==> config.mk <==
export PLATFORM = sky130hd
export DESIGN_NAME = usb_tx_crc16_gen
export DESIGN_NICKNAME = d
export VERILOG_FILES = /design/src/rtl/usb_crc_pkg.sv /design/src/rtl/usb_crc16_shadow.sv /design/src/rtl/usb_tx_crc16_gen.sv
export SDC_FILE = /design/constraint.sdc
export NUM_CORES = 1
export LEC_CHECK = 0
export ABC_CLOCK_PERIOD_IN_PS = 6800
export CORE_UTILIZATION = 60
export CTS_CLUSTER_SIZE = 12
export DETAILED_ROUTE_END_ITERATION = 10
export PLACE_DENSITY = 0.82
export SLEW_MARGIN = 25
export SYNTH_ARGS = -nofsm -noshare
export SYNTH_HDL_FRONTEND = slang
export SYNTH_HIERARCHICAL = 1
export SYNTH_SLANG_ARGS = --single-unit
==> constraint.sdc <==
create_clock -name clk -period 6.8 [get_ports clk]
set_clock_uncertainty 0.05 [all_clocks]
set_input_delay 1.36 -clock clk [delete_from_list [all_inputs] [get_ports clk]]
set_output_delay 1.36 -clock clk [all_outputs]
set_load 0.01 [all_outputs]
==> src/rtl/usb_crc_pkg.sv <==
// Shared constants, state encoding and serial CRC16 update for the USB TX CRC16 generator.
package usb_crc_pkg;

    localparam logic [15:0] CRC16_POLY     = 16'h8005;
    localparam logic [15:0] CRC16_INIT     = 16'hFFFF;
    localparam logic [15:0] CRC16_RESIDUAL = 16'h800D;

    typedef enum logic [1:0] {
        IDLE = 2'd0,
        DATA = 2'd1,
        CRC  = 2'd2
    } tx_crc_state_t;

    // One serial step of the CRC16 polynomial division for a single transmitted bit.
    function automatic logic [15:0] crc16_step(input logic [15:0] crc, input logic bit_in);
        logic fb;
        fb = bit_in ^ crc[15];
        return {crc[14:0], 1'b0} ^ (fb ? CRC16_POLY : 16'h0000);
    endfunction

endpackage

==> src/rtl/usb_crc16_shadow.sv <==
// Receive-side CRC16 accumulator that re-checks every transmitted bit against the residual.
// Present only when USB_CRC16_GEN_SELFCHECK_EN is defined.
`ifdef USB_CRC16_GEN_SELFCHECK_EN
module usb_crc16_shadow
    import usb_crc_pkg::*;
(
    input  logic clk,
    input  logic n_rst,
    input  logic bit_in,
    input  logic take,
    input  logic finish,
    input  logic restart,
    output logic selfchk_err
);

    logic [15:0] acc_q, acc_d;
    logic        err_q, err_d;

    always_comb begin
        acc_d = acc_q;
        err_d = 1'b0;
        if (restart) begin
            acc_d = CRC16_INIT;
        end else if (finish) begin
            // The final CRC bit is folded in here so the residual check lines up with pkt_done.
            err_d = (crc16_step(acc_q, bit_in) != CRC16_RESIDUAL);
            acc_d = CRC16_INIT;
        end else if (take) begin
            acc_d = crc16_step(acc_q, bit_in);
        end
    end

    always_ff @(posedge clk or negedge n_rst) begin
        if (!n_rst) begin
            acc_q <= CRC16_INIT;
            err_q <= 1'b0;
        end else begin
            acc_q <= acc_d;
            err_q <= err_d;
        end
    end

    assign selfchk_err = err_q;

endmodule
`endif

==> src/rtl/usb_tx_crc16_gen.sv <==
// USB DATA-packet serializer: shifts payload LSB-first, accumulates CRC16, appends the inverted CRC MSB-first.
// Optional shadow residual checker and selfchk_err port under USB_CRC16_GEN_SELFCHECK_EN.
module usb_tx_crc16_gen
    import usb_crc_pkg::*;
(
    input  logic       clk,
    input  logic       n_rst,
    input  logic [7:0] tx_data,
    input  logic       tx_valid,
    input  logic       tx_last,
    output logic       tx_ready,
    input  logic       tx_zlp,
    input  logic       abort,
    output logic       tx_bit,
    output logic       tx_bit_valid,
    input  logic       bit_strobe,
    output logic       crc_phase,
    output logic       pkt_done,
    output logic       underrun
`ifdef USB_CRC16_GEN_SELFCHECK_EN
    ,
    output logic       selfchk_err
`endif
);

    tx_crc_state_t state_q, state_d;
    logic [7:0]    shift_q, shift_d;
    logic [3:0]    cnt_q, cnt_d;
    logic [7:0]    hold_data_q, hold_data_d;
    logic          hold_last_q, hold_last_d;
    logic          hold_full_q, hold_full_d;
    logic          cur_last_q, cur_last_d;
    logic          lock_q, lock_d;
    logic [15:0]   crc_q, crc_d;
    logic          tx_bit_q, tx_bit_d;
    logic          tx_bit_valid_q, tx_bit_valid_d;
    logic          crc_phase_q, crc_phase_d;
    logic          pkt_done_q, pkt_done_d;
    logic          underrun_q, underrun_d;
    logic          accept;
    logic          strobe;
    logic          load_hold;

    // lock_q keeps the input closed once the final byte (or a ZLP) is committed.
    assign tx_ready = ~(hold_full_q | lock_q);
    assign accept   = tx_valid & tx_ready;
    assign strobe   = bit_strobe & tx_bit_valid_q;

    always_comb begin
        state_d     = state_q;
        shift_d     = shift_q;
        cnt_d       = cnt_q;
        hold_data_d = hold_data_q;
        hold_last_d = hold_last_q;
        hold_full_d = hold_full_q;
        cur_last_d  = cur_last_q;
        lock_d      = lock_q;
        crc_d       = crc_q;
        pkt_done_d  = 1'b0;
        underrun_d  = 1'b0;
        load_hold   = 1'b0;

        case (state_q)
            IDLE: begin
                crc_d = CRC16_INIT;
                if (accept) begin
                    state_d    = DATA;
                    shift_d    = tx_data;
                    cnt_d      = 4'd0;
                    cur_last_d = tx_last;
                    lock_d     = tx_last;
                end else if (tx_zlp) begin
                    state_d = CRC;
                    cnt_d   = 4'd0;
                    lock_d  = 1'b1;
                end
            end
            DATA: begin
                load_hold = accept;
                if (strobe) begin
                    crc_d   = crc16_step(crc_q, shift_q[0]);
                    shift_d = {1'b0, shift_q[7:1]};
                    cnt_d   = cnt_q + 4'd1;
                    if (cnt_q == 4'd7) begin
                        cnt_d = 4'd0;
                        if (cur_last_q) begin
                            state_d = CRC;
                        end else if (hold_full_q) begin
                            shift_d     = hold_data_q;
                            cur_last_d  = hold_last_q;
                            hold_full_d = 1'b0;
                        end else if (accept) begin
                            shift_d    = tx_data;
                            cur_last_d = tx_last;
                            load_hold  = 1'b0;
                        end else begin
                            state_d    = IDLE;
                            underrun_d = 1'b1;
                            crc_d      = CRC16_INIT;
                        end
                    end
                end
                if (load_hold) begin
                    hold_data_d = tx_data;
                    hold_last_d = tx_last;
                    hold_full_d = 1'b1;
                end
                if (accept && tx_last) begin
                    lock_d = 1'b1;
                end
            end
            CRC: begin
                if (strobe) begin
                    crc_d = {crc_q[14:0], 1'b0};
                    cnt_d = cnt_q + 4'd1;
                    if (cnt_q == 4'd15) begin
                        state_d    = IDLE;
                        pkt_done_d = 1'b1;
                        crc_d      = CRC16_INIT;
                    end
                end
            end
            default: begin
                state_d = IDLE;
                crc_d   = CRC16_INIT;
            end
        endcase

        if (abort) begin
            state_d    = IDLE;
            crc_d      = CRC16_INIT;
            pkt_done_d = 1'b0;
            underrun_d = 1'b0;
        end

        if (state_d == IDLE) begin
            hold_full_d = 1'b0;
            cur_last_d  = 1'b0;
            lock_d      = 1'b0;
        end

        // Outputs are registered, so they are decoded from next-state values.
        tx_bit_valid_d = (state_d != IDLE);
        crc_phase_d    = (state_d == CRC);
        case (state_d)
            DATA:    tx_bit_d = shift_d[0];
            CRC:     tx_bit_d = ~crc_d[15];
            default: tx_bit_d = 1'b0;
        endcase
    end

    always_ff @(posedge clk or negedge n_rst) begin
        if (!n_rst) begin
            state_q        <= IDLE;
            shift_q        <= 8'h00;
            cnt_q          <= 4'd0;
            hold_data_q    <= 8'h00;
            hold_last_q    <= 1'b0;
            hold_full_q    <= 1'b0;
            cur_last_q     <= 1'b0;
            lock_q         <= 1'b0;
            crc_q          <= CRC16_INIT;
            tx_bit_q       <= 1'b0;
            tx_bit_valid_q <= 1'b0;
            crc_phase_q    <= 1'b0;
            pkt_done_q     <= 1'b0;
            underrun_q     <= 1'b0;
        end else begin
            state_q        <= state_d;
            shift_q        <= shift_d;
            cnt_q          <= cnt_d;
            hold_data_q    <= hold_data_d;
            hold_last_q    <= hold_last_d;
            hold_full_q    <= hold_full_d;
            cur_last_q     <= cur_last_d;
            lock_q         <= lock_d;
            crc_q          <= crc_d;
            tx_bit_q       <= tx_bit_d;
            tx_bit_valid_q <= tx_bit_valid_d;
            crc_phase_q    <= crc_phase_d;
            pkt_done_q     <= pkt_done_d;
            underrun_q     <= underrun_d;
        end
    end

    assign tx_bit       = tx_bit_q;
    assign tx_bit_valid = tx_bit_valid_q;
    assign crc_phase    = crc_phase_q;
    assign pkt_done     = pkt_done_q;
    assign underrun     = underrun_q;

`ifdef USB_CRC16_GEN_SELFCHECK_EN
    usb_crc16_shadow u_shadow (
        .clk         (clk),
        .n_rst       (n_rst),
        .bit_in      (tx_bit_q),
        .take        (strobe & ~abort),
        .finish      (pkt_done_d),
        .restart     (abort | underrun_d),
        .selfchk_err (selfchk_err)
    );
`endif

endmodule

==> metrics.txt <==
register area share after synthesis 0.4297; Post-Syn Area 2784 um^2; Die Area 4916 um^2; Max Clk Rate 233.0 MHz; measured slew at the worst slew-check pin 875.7 ps; max_cap viols 0; first-pass GRT wire length 10,240 um; dominant synthesized flop cell dfrtp_1; worst-skew pair later-pin latency 310 ps; Crit Path Max Fanout 10; clock root cell clkbuf_8; Leak 1.217 nW; WP data required 6950 ps; # hold bufs at CTS 0; HPWL Detailed 4105 um; Worst Setup Start Kind primary input; global route overflow 0; synth warn 6; Ant. Diodes 0; number of synthesized register bits 47; Syn Inst Count 292; crit end category register; Layout Area Growth over Synthesis 11.10%; crit path DAT 4440 ps; initial DRC count 222; P per Cell Area 376.7 nW/um^2; DR vias 2,294; r2r worst-path depth 7; CTS tree yes; # setup viols final 0; Syn Area/Cell 9.534 um^2; crit path time final 4292 ps; period utilisation layout 0.6312; asr flop ratio synth 1.000; HP Class reg -> reg; Worst-path clk slew 100 ps; vias in the first global route 2,209; 1st-pass router iterations 4; Hold Crit Depth 2; number of enable flip-flop cells after synthesis 0; Boundary Pins 21; Max Buffers Root-to-Sink 2; Hold Crit Start crc_q[6]; final hold violations 0; cts bufs inserted 5; clock sinks 47; run status completed; DP Area 2974 um^2; Syn Nets 317; drt total wl 6067 um; Design Area, Final 3093 um^2; crit path kind in -> reg; maximum vdd drop 0.2219 mV; Fin Setup TNS 0 ps; Critical Path Start tx_valid; setup bufs post-CTS 0; RSZ-0062 raised after global routing false; Initial Utilization 0.6307; GPL Wtd Cong 0.9959; htree depth 2; DRC viols 0; Pins Over Slew Limit 0; initial antenna violation count 0; post-CTS sizing 0; drt wl/cell 16.90 um; # rows 24; Die Y 70.12 um; largest net degree at the start of global routing 48; IO buf count 20; fraction of layout cells with a size suffix above 1 0.1759; Filler cells 352; Slew headroom 0.4141; total area of sequential cells 1196 um^2; Final ANT Viol Nets 0; FF-to-FF Start hold_full_q; CORE AREA 4414 um^2; Die W 70.12 um; post-synth cell types 57; fin nets 331; area of the multi-input gates 1476 um^2; vias per cell 6.390; GRT Total Usage 0.2596
[layer usage]
layer,global-route usage,vias to the layer above,wire length (um)
li1,-,1083,-
met1,0.3635,1144,2796
met2,0.4092,60,2946
met3,0.05195,7,251
met4,0.07778,0,73
met5,0,-,0
[cell usage in the layout (no fill, tap or decap), drive strengths merged, types with 3 or more instances in the layout]
cell type | netlist | layout
a221o | 5 | 5
o21ai | 16 | 16
clkbuf | 5 | 5
nor2b | 4 | 4
clkdlybuf4s50 | 0 | 19
inv | 9 | 10
nand3 | 5 | 5
ha | 10 | 10
mux2 | 12 | 12
dfstp | 16 | 16
o31ai | 3 | 3
nand2 | 39 | 39
a21oi | 25 | 25
nor2 | 31 | 31
a31oi | 10 | 10
dfrtp | 31 | 31
nor3b | 6 | 6
nand2b | 9 | 9
a22o | 3 | 3
o2bb2ai | 6 | 6
[cell families (layout without fill, tap and decap cells)]
| family | Yosys count | count (layout) | share of synthesized area |
|---|---|---|---|
| XOR/XNOR | 2 | 2 | 0.01168 |
| multiplexers | 12 | 12 | 0.04854 |
| adder cells (fa/ha/maj) | 10 | 10 | 0.04494 |
| AND/OR/NAND/NOR | 111 | 111 | 0.2058 |
| buffers and inverters | 23 | 38 | 0.03999 |
| flip-flops | 47 | 47 | 0.4297 |
| AO/OA/AOI/OAI | 87 | 87 | 0.2193 |
[worst max-delay path: stages]
cell and delay [ps]:
clkdlybuf4s50_1 630, nor3b_2 540, and2_0 520, o21ai_0 180
a31o_2 270, ha_1 230, o32ai_1 330, mux2_2 370
[where the power goes]
group          switching, W  internal, W
combinational      0.000252     0.000207
sequential        0.0000883     0.000403
clock              0.000103     0.000112
total              0.000443     0.000722
[flip-flops by register name (all words and copies together) (netlist names)]
register	cells
tx_bit_valid	1
hold_full_q	1
pkt_done	1
tx_bit	1
hold_data_q	8
lock_q	1
state_q	2
underrun	1
shift_q	8
cur_last_q	1
hold_last_q	1
crc_q	16
cnt_q	4
crc_phase	1
[worst paths after layout]
path	to	slack, ps
worst max-delay path	lock_q	2510
worst min-delay path	crc_q[7]	420
worst max register to register	lock_q	3650
worst min register to register	crc_q[7]	420
max in group asynchronous	crc_phase	5290
min in group asynchronous	hold_data_q[3]	990
[through the flow]
| stage | power (W) | hold slack, ps | setup slack (ps) | cells | utilization |
|---|---|---|---|---|---|
| global route | 0.001236 | 436.4 | 2398 | 359 | 0.7007 |
| global placement | 0.0009291 | 406.0 | 2443 | 351 | 0.6738 |
| finish | 0.001165 | 421.0 | 2508 | 359 | 0.7007 |
| detailed placement | 0.0009466 | 410.0 | 2304 | 351 | 0.6738 |
| floorplan | 0.0008372 | 400.7 | 3341 | 292 | - |
| CTS | 0.001161 | 426.5 | 2581 | 359 | 0.7001 |
[synth_stat cells (3+ instances only)]
master,instances,share of area
nor2_1,31,0.042
o31ai_1,3,0.0081
inv_1,9,0.012
dfstp_2,16,0.15
a31oi_1,10,0.022
buf_2,7,0.013
nand2_1,39,0.053
clkbuf_1,4,0.0054
ha_1,10,0.045
mux2_2,12,0.049
nor3b_1,5,0.013
nand2b_1,8,0.018
dfrtp_1,31,0.28
a21oi_1,25,0.045
nand3_1,4,0.0072
nor2b_1,4,0.0090
o2bb2ai_1,6,0.019
o21ai_0,14,0.025
a22o_1,3,0.0094
a221o_1,5,0.018
[cell type report]
| cell class | count | area share |
|---|---|---|
| well taps | 52 | 0.02104 |
| flip-flops and latches | 47 | 0.3867 |
| inverters | 9 | 0.01092 |
| clock inverters | 3 | 0.01537 |
| repair buffers | 21 | 0.06634 |
| clock buffers | 5 | 0.02225 |
| multi-input cells | 222 | 0.4773 |
Note: power is estimated with default switching activity, not from simulation.
